`src/rtl/axi_lite_master.sv`:
```
// AXI-lite master bridging a simple valid/ready core request port to AXI-lite.
// One transaction is outstanding at a time. All AXI valids/readies are flops,
// and address/data are driven straight from the request capture registers,
// so they stay stable while their valid is high.
module axi_lite_master #(
    parameter int AW = 16,
    parameter int DW = 64
) (
    input  logic          clk,
    input  logic          rst,

    input  logic          req_valid,
    output logic          req_ready,
    input  logic          req_write,
    input  logic [AW-1:0] req_addr,
    input  logic [DW-1:0] req_wdata,

    output logic          resp_valid,
    input  logic          resp_ready,
    output logic [DW-1:0] resp_rdata,
    output logic          resp_err,

    output logic [AW-1:0] m_axi_awaddr,
    output logic          m_axi_awvalid,
    input  logic          m_axi_awready,
    output logic [DW-1:0] m_axi_wdata,
    output logic          m_axi_wvalid,
    input  logic          m_axi_wready,
    input  logic [1:0]    m_axi_bresp,
    input  logic          m_axi_bvalid,
    output logic          m_axi_bready,
    output logic [AW-1:0] m_axi_araddr,
    output logic          m_axi_arvalid,
    input  logic          m_axi_arready,
    input  logic [DW-1:0] m_axi_rdata,
    input  logic [1:0]    m_axi_rresp,
    input  logic          m_axi_rvalid,
    output logic          m_axi_rready
);

    typedef enum logic [2:0] {
        IDLE,
        AR,
        R,
        WR,
        B,
        RESP
    } state_t;

    state_t        state;
    logic [AW-1:0] addr_q;
    logic [DW-1:0] wdata_q;
    logic          aw_done;
    logic          w_done;
    logic          unused_resp_lsbs;

    assign m_axi_awaddr = addr_q;
    assign m_axi_araddr = addr_q;
    assign m_axi_wdata  = wdata_q;

    // A write channel counts as finished once its valid has already dropped
    // or its handshake completes on the coming edge.
    assign aw_done = !m_axi_awvalid || m_axi_awready;
    assign w_done  = !m_axi_wvalid  || m_axi_wready;

    // Only the top response bit distinguishes error from success.
    assign unused_resp_lsbs = m_axi_rresp[0] ^ m_axi_bresp[0];

    // Transaction sequencer: all handshake outputs are registered here.
    always_ff @(posedge clk) begin
        if (rst) begin
            state         <= IDLE;
            addr_q        <= '0;
            wdata_q       <= '0;
            req_ready     <= 1'b1;
            resp_valid    <= 1'b0;
            resp_rdata    <= '0;
            resp_err      <= 1'b0;
            m_axi_arvalid <= 1'b0;
            m_axi_awvalid <= 1'b0;
            m_axi_wvalid  <= 1'b0;
            m_axi_rready  <= 1'b0;
            m_axi_bready  <= 1'b0;
        end else begin
            case (state)
                IDLE: begin
                    if (req_valid && req_ready) begin
                        addr_q    <= req_addr;
                        wdata_q   <= req_wdata;
                        req_ready <= 1'b0;
                        if (req_write) begin
                            state         <= WR;
                            m_axi_awvalid <= 1'b1;
                            m_axi_wvalid  <= 1'b1;
                        end else begin
                            state         <= AR;
                            m_axi_arvalid <= 1'b1;
                        end
                    end
                end
                AR: begin
                    if (m_axi_arvalid && m_axi_arready) begin
                        m_axi_arvalid <= 1'b0;
                        m_axi_rready  <= 1'b1;
                        state         <= R;
                    end
                end
                R: begin
                    if (m_axi_rvalid && m_axi_rready) begin
                        resp_rdata   <= m_axi_rdata;
                        resp_err     <= m_axi_rresp[1];
                        m_axi_rready <= 1'b0;
                        resp_valid   <= 1'b1;
                        state        <= RESP;
                    end
                end
                WR: begin
                    if (m_axi_awvalid && m_axi_awready) begin
                        m_axi_awvalid <= 1'b0;
                    end
                    if (m_axi_wvalid && m_axi_wready) begin
                        m_axi_wvalid <= 1'b0;
                    end
                    if (aw_done && w_done) begin
                        m_axi_bready <= 1'b1;
                        state        <= B;
                    end
                end
                B: begin
                    if (m_axi_bvalid && m_axi_bready) begin
                        resp_err     <= m_axi_bresp[1];
                        m_axi_bready <= 1'b0;
                        resp_valid   <= 1'b1;
                        state        <= RESP;
                    end
                end
                RESP: begin
                    if (resp_ready) begin
                        resp_valid <= 1'b0;
                        req_ready  <= 1'b1;
                        state      <= IDLE;
                    end
                end
                default: begin
                    state <= IDLE;
                end
            endcase
        end
    end

endmodule

```
`config.mk`:
```
export PLATFORM = sky130hd
export DESIGN_NAME = axi_lite_master
export DESIGN_NICKNAME = d
export VERILOG_FILES = /design/src/rtl/axi_lite_master.sv
export SDC_FILE = /design/constraint.sdc
export NUM_CORES = 1
export LEC_CHECK = 0
export BUFFER_PORTS_ARGS = -buffer_cell sky130_fd_sc_hd__buf_4
export CORE_UTILIZATION = 30
export CTS_CLUSTER_SIZE = 40
export DETAILED_ROUTE_END_ITERATION = 10
export HOLD_SLACK_MARGIN = 0.03
export PLACE_DENSITY = 0.54
export SLEW_MARGIN = 20
export SYNTH_ARGS = -nofsm -noshare
export SYNTH_HDL_FRONTEND = slang
export SYNTH_SLANG_ARGS = --single-unit
export TNS_END_PERCENT = 50
```
`constraint.sdc`:
```
create_clock -name clk -period 3.55 [get_ports clk]
set_clock_uncertainty 0.2 [all_clocks]
set_input_delay 0.1775 -clock clk [delete_from_list [all_inputs] [get_ports clk]]
set_output_delay 0.1775 -clock clk [all_outputs]
set_load 0.005 [all_outputs]
```
==> reports/results.ini, run 1 <==
[cells_and_area]
multi_input_area_mm2=0.002210
final_cell_count_no_fill=1435
layout_commonest_cell=buf_4
seq_area_mm2=0.003103
area_growth_syn_to_layout_pct=77.83
final_cell_area_mm2=0.01033
antenna_cells=0
drive_above_1_share_pct=31.40
layout_common_cells=buf_4, nand2_1, dlygate4sd3_1
nets=1321
num-fill-cells=1774

[sta]
maxClockFrequency_ghz=0.3494
finalCriticalPeriod_ns=2.862
final.setup.tns_ns=0
worstMarginPinSlew_ns=0.6021
slew_violations=0
timing.final.hold_violations=0
maxSlewHeadroom_pct=59.86
rsz0062_at_grt=false
hold_slack_ns=0.04439
fin_crit_sh_pct=80.63
setup_violations=0

[detailed_routing]
wl_um=19810
drcViolationCount=0
vias_per_cell=4.369
vias=6269
drtPass1Iterations=4
drt_iter0_drc=181
ant_nets=0
wire_per_inst_um=13.81

[die]
core_mm2=0.01883
dieArea_mm2=0.01992
io_pins=326
initial_core_util_pct=30.84
die_h_um=141.1
row_count=50
die_x_um=141.1

[synthesis]
synthXorXnorAreaFrac_pct=0
yosys.area_share.simple_pct=22.95
yosysUniqueCellTypes=36
syn_area_mm2=0.005807
yosysSeqAreaShare_pct=53.44
synthMuxAreaShare_pct=0.1724
synth_seq_cells=155
synth_cells=720
synthesis.nets=878
synth_top_family_by_area=simple AND/OR/NAND/NOR gates
synth_compound_area_share_pct=14.85
avgSynthCellArea_um2=8.065
synthAdderAreaFrac_pct=0
synth_warnings=0

[placed_design]
place_area_mm2=0.008170
hpwl_um=12730
placed_cells=1246
port_buffers=323
gp_congestion=0.7271

[clocking]
htreeDepth=4
cts_tree=yes
cts.reportedPaths.clkPinSlew_ns=0.07
cts_setup_buffers=0
clockRootBuffer=clkbuf_16
numCtsBuffers=17
cts_num_sinks=155
clock_path_buffers=2
clk_latency_ns=0.41

[flow_run]
drv_cap=0

[power_and_ir_drop]
p_per_area_mw_per_mm2=492.7
fin_total_pwr_uw=5088
ir_worst_vdd_mv=0.3039
p_leak_uw=0.004422

[setup_path]
crit_arrival_ns=3.02
endpoint_kind=flip-flop
required_ns=3.71
start_kind=flip-flop
reg2reg_depth=6
crit_type=reg2reg
cp_max_fo=52

[grt]
grt_overflow_total=0
antenna_found_initial=0
grt_usage_pct=19.37
grt_pass1_vias=6074
grt_max_degree=57
grt_pass1_wl_um=30400

[min_path]
hold_path.class=in2reg
hold_depth=2

[status]
outcome=finished, final reports clean

## power by group
group	total [uW]	internal [uW]	switching, uW	leakage, uW
clock	1790	1040	744	0.000268
sequential	2040	1920	123	0.00126
combinational	1260	653	605	0.00290
## final cells by class
| cell class | count | area share, % |
|---|---|---|
| Timing Repair Buffer | 491 | 39.77 |
| Sequential cell | 155 | 30.05 |
| Multi-Input combinational cell | 496 | 21.40 |
| Clock buffer | 19 | 4.192 |
| Tap cell | 260 | 3.150 |
| Clock inverter | 12 | 1.369 |
| Inverter | 2 | 0.07270 |
## path summary, 6_finish.rpt
kind	from	endpoint	slack, ns
min reg2reg	m_axi_wdata[15]	m_axi_wdata[15]	0.25
max	state[1]	resp_rdata[45]	0.69
max reg2reg	state[1]	resp_rdata[45]	0.69
min	rst	resp_rdata[28]	0.04
## flip-flops by register name, indices dropped and copies added (netlist names)
signal	count
m_axi_arvalid	1
m_axi_wvalid	1
resp_valid	1
m_axi_wdata	64
resp_err	1
state	3
req_ready	1
resp_rdata	64
m_axi_rready	1
m_axi_bready	1
m_axi_awvalid	1
m_axi_araddr	16
## metrics by stage
stage	setup slack [ns]	util [%]
finish	0.6877	54.84
global route	0.5497	54.84
CTS	0.7176	54.84
detailed placement	1.185	43.39
global placement	1.216	43.39
floorplan	1.920	-
## cell usage after synthesis (all sizes together)
library cell    n  share of area, %
and3b           1              0.15
nand4b          2              0.30
nand3           3              0.26
o2111ai         1              0.15
clkbuf         22               1.4
or3             1              0.11
a211o           1              0.15
nor3b           2              0.34
o21bai          1              0.13
nand3b          1              0.34
nor2b           4              0.43
o21ai           3              0.26
inv             2              0.13
a31oi           1              0.11
a211oi          2              0.26
o211ai          2              0.26
nand2b          2              0.22
dfxtp         155                53
a21oi         152                13
nor2            5              0.32
mux2i           1              0.17
o211a           1              0.17
nand4           2              0.22
a22oi           1              0.13
and2            2              0.22
or3b            2              0.30
nand2         301                19
buf            45               7.0
nor3            1              0.28
a21o            1              0.13
## worst max-delay path, stage by stage (launching register included)
cell           delay (ns)
dfxtp_1              0.63
nor3b_2              0.45
and2_2               0.42
buf_12               0.28
nand2_1              0.09
a21oi_1              0.15
dlygate4sd3_1        0.57
## metal layers
metal	global-route usage, %	vias up	wire (um)
met3	6.182	19	1628
met1	22.37	2812	8369
met2	33.19	242	9521
li1	-	3196	-
met4	7.494	0	293
met5	0	-	0
## kinds of logic after synthesis
kind of cell	after synthesis
AOI/OAI and AO/OA	166
buffers and inverters	69
DFF	155
muxes	1
and+or+nand+nor	329
## timing repair
item                      4_1_cts  5_1_grt
resized for setup               0        0
hold buffers                  158        0
hold endpoints to repair      154        0
No activity file was read; power rests on OpenSTA's default activity.
==> inputs of run 2 (changes only) <==
--- a/config.mk
+++ b/config.mk
@@ -10,7 +10,7 @@
 export CTS_CLUSTER_SIZE = 40
 export DETAILED_ROUTE_END_ITERATION = 10
 export HOLD_SLACK_MARGIN = 0.03
-export PLACE_DENSITY = 0.54
+export PLACE_DENSITY = 0.56
 export SLEW_MARGIN = 20
 export SYNTH_ARGS = -nofsm -noshare
 export SYNTH_HDL_FRONTEND = slang
==> constraint.sdc (replaced) <==
create_clock -name clk -period 2.5 [get_ports clk]
set_clock_uncertainty 0.2 [all_clocks]
set_input_delay 0.125 -clock clk [delete_from_list [all_inputs] [get_ports clk]]
set_output_delay 0.125 -clock clk [all_outputs]
set_load 0.005 [all_outputs]
==> reports/results.ini, run 2 (synthesis gave the netlist of run 1 again) <==
[power_and_ir_drop]
pwr-share-seq_pct=39.8  ; was 40.2%
ir_worst_vdd_mv=0.4402  ; was 0.3039 mV
p_per_area_mw_per_mm2=679.9  ; was 492.7 mW/mm2
p_clk_share_pct=34.1  ; was 35.1%
intPower_uw=5152  ; was 3615 uW
pwr-share-comb_pct=26.1  ; was 24.7%
p_leak_uw=0.004690  ; was 0.004422 uW
p_switching_uw=2165  ; was 1473 uW
swShare_pct=29.59  ; was 28.95%

[grt]
grt_usage_pct=19.24  ; was 19.37%
grt_max_degree=81  ; was 57
grt_overflow_total=0  ; unchanged
grt_pass1_vias=6297  ; was 6074
antenna_found_initial=1  ; was 0
grt_pass1_wl_um=30690  ; was 30400 um

[detailed_routing]
drt_iter0_drc=244  ; was 181
ant_nets=0  ; unchanged
drcViolationCount=0  ; unchanged
vias_per_cell=4.343  ; was 4.369
wire_per_inst_um=13.23  ; was 13.81 um
drtPass1Iterations=4  ; unchanged
wl_um=19520  ; was 19810 um
vias=6406  ; was 6269

[sta]
maxClockFrequency_ghz=0.4135  ; was 0.3494 GHz
setup_violations=0  ; unchanged
maxSlewHeadroom_pct=63.31  ; was 59.86%
rsz0062_at_grt=false  ; unchanged
final.setup.tns_ns=0  ; unchanged
slew_violations=0  ; unchanged
finalCriticalPeriod_ns=2.419  ; was 2.862 ns
timing.final.hold_violations=0  ; unchanged
worstMarginPinSlew_ns=0.5503  ; was 0.6021 ns
fin_crit_sh_pct=96.75  ; was 80.63%

[clocking]
cts.reportedPaths.clkPinSlew_ns=0.07  ; about the same
htreeDepth=4  ; unchanged
numCtsBuffers=17  ; unchanged
clockRootBuffer=clkbuf_16  ; unchanged
cts_tree=yes  ; unchanged
clock_path_buffers=2  ; unchanged
cts_num_sinks=155  ; unchanged
clk_latency_ns=0.41  ; about the same

[die]
die_x_um=141.1  ; unchanged
initial_core_util_pct=30.84  ; unchanged
dieArea_mm2=0.01992  ; unchanged
io_pins=326  ; unchanged
die_h_um=141.1  ; unchanged
core_mm2=0.01883  ; unchanged
row_count=50  ; unchanged

[setup_path]
endpoint_kind=flip-flop  ; unchanged
cp_max_fo=80  ; was 52
crit_arrival_ns=2.51  ; was 3.02 ns
crit_type=reg2reg  ; unchanged
start_kind=flip-flop  ; unchanged
required_ns=2.59  ; was 3.71 ns

[status]
outcome=finished, final reports clean  ; unchanged

[placed_design]
gp_congestion=0.7529  ; was 0.7271
port_buffers=323  ; unchanged
hpwl_um=12100  ; was 12730 um

[cells_and_area]
num-fill-cells=1683  ; was 1774
layout_common_cells=buf_4, nand2_1, dlygate4sd3_1  ; unchanged
final_util_pct=57.15  ; was 54.84%
layout_commonest_cell=buf_4  ; unchanged
drive_above_1_share_pct=30.81  ; was 31.40%
nets=1359  ; was 1321
area_growth_syn_to_layout_pct=85.33  ; was 77.83%

[flow_run]
drv_cap=0  ; unchanged

[min_path]
hold_path.class=reg2reg  ; was in2reg

[run 2: changes by cell type in the layout (fill, tap and decap cells not counted), sizes merged]
cell	before	now
buf	333	334
bufinv	2	0
clkbuf	19	20
clkinv	3	2
diode	0	1
dlygate4sd3	158	195
inv	5	8
[run 2: final timing paths]
| check | from | to | slack (ns) | depth (start not counted) |
|---|---|---|---|---|
| max reg2reg | state[1] | m_axi_araddr[15] | 0.08 | 6 |
| min | m_axi_wdata[45] | m_axi_wdata[45] | 0.25 | 2 |
| max | state[1] | m_axi_araddr[15] | 0.08 | 6 |
| min reg2reg | m_axi_wdata[45] | m_axi_wdata[45] | 0.25 | 2 |
[run 2: area by class of cell]
cell class	count	area, um2	share of cell area, %
repair buffers	529	4534	42.13
flip-flops and latches	155	3104	28.85
multi-input cells	496	2216	20.59
clock buffers	20	466.7	4.337
well taps	260	325.3	3.023
clock inverters	12	105.1	0.9766
inverters	2	7.507	0.06976
diodes	1	2.502	0.02325
[run 2: critical path, stage by stage, from the launching register on]
cell and delay [ns]:
dfxtp_1 0.39, buf_4 0.19, or3_2 0.48, buf_12 0.24
nand2_1 0.11, a21oi_1 0.07, dlygate4sd3_1 0.59
[run 2: repair_timing]
action | 4_1_cts | 5_1_grt
setup buffers | 0 | 1
setup endpoints to repair | 0 | 21
hold endpoints to repair | 155 | 0
resized for setup | 0 | 2
hold buffers | 195 | 0
[run 2: power groups by stage]
stage	Clock [uW]	Sequential (uW)	Combinational, uW
after floorplan	0	2940	987
after global placement	0	2950	1610
after detailed placement	0	2960	1610
after CTS	2580	2900	1910
after global routing	2680	2950	2100
final	2490	2910	1910
[run 2: metal layers]
metal	up-vias	track usage, %	part of all wire, %	wire length [um]
met2	241	32.86	48	9287
li1	3289	-	-	-
met5	-	0	0	0
met3	25	6.216	8.4	1643
met1	2851	22.32	42	8203
met4	0	7.323	2.0	383
[run 2: through the flow]
| step | cell area, um2 | instances | total power, uW | hold WS, ns | worst slack [ns] |
|---|---|---|---|---|---|
| finish | 10760 | 1475 | 7317 | 0.2522 | 0.08137 |
| detailed placement | 8220 | 1246 | 4572 | 0.1797 | 0.5874 |
| floorplan | 5807 | 720 | 3925 | 0.06097 | 0.8700 |
| CTS | 10740 | 1473 | 7394 | 0.2556 | 0.08363 |
| global route | 10760 | 1475 | 7722 | 0.2692 | 0.01087 |
| global placement | 8220 | 1246 | 4559 | 0.1721 | 0.5832 |
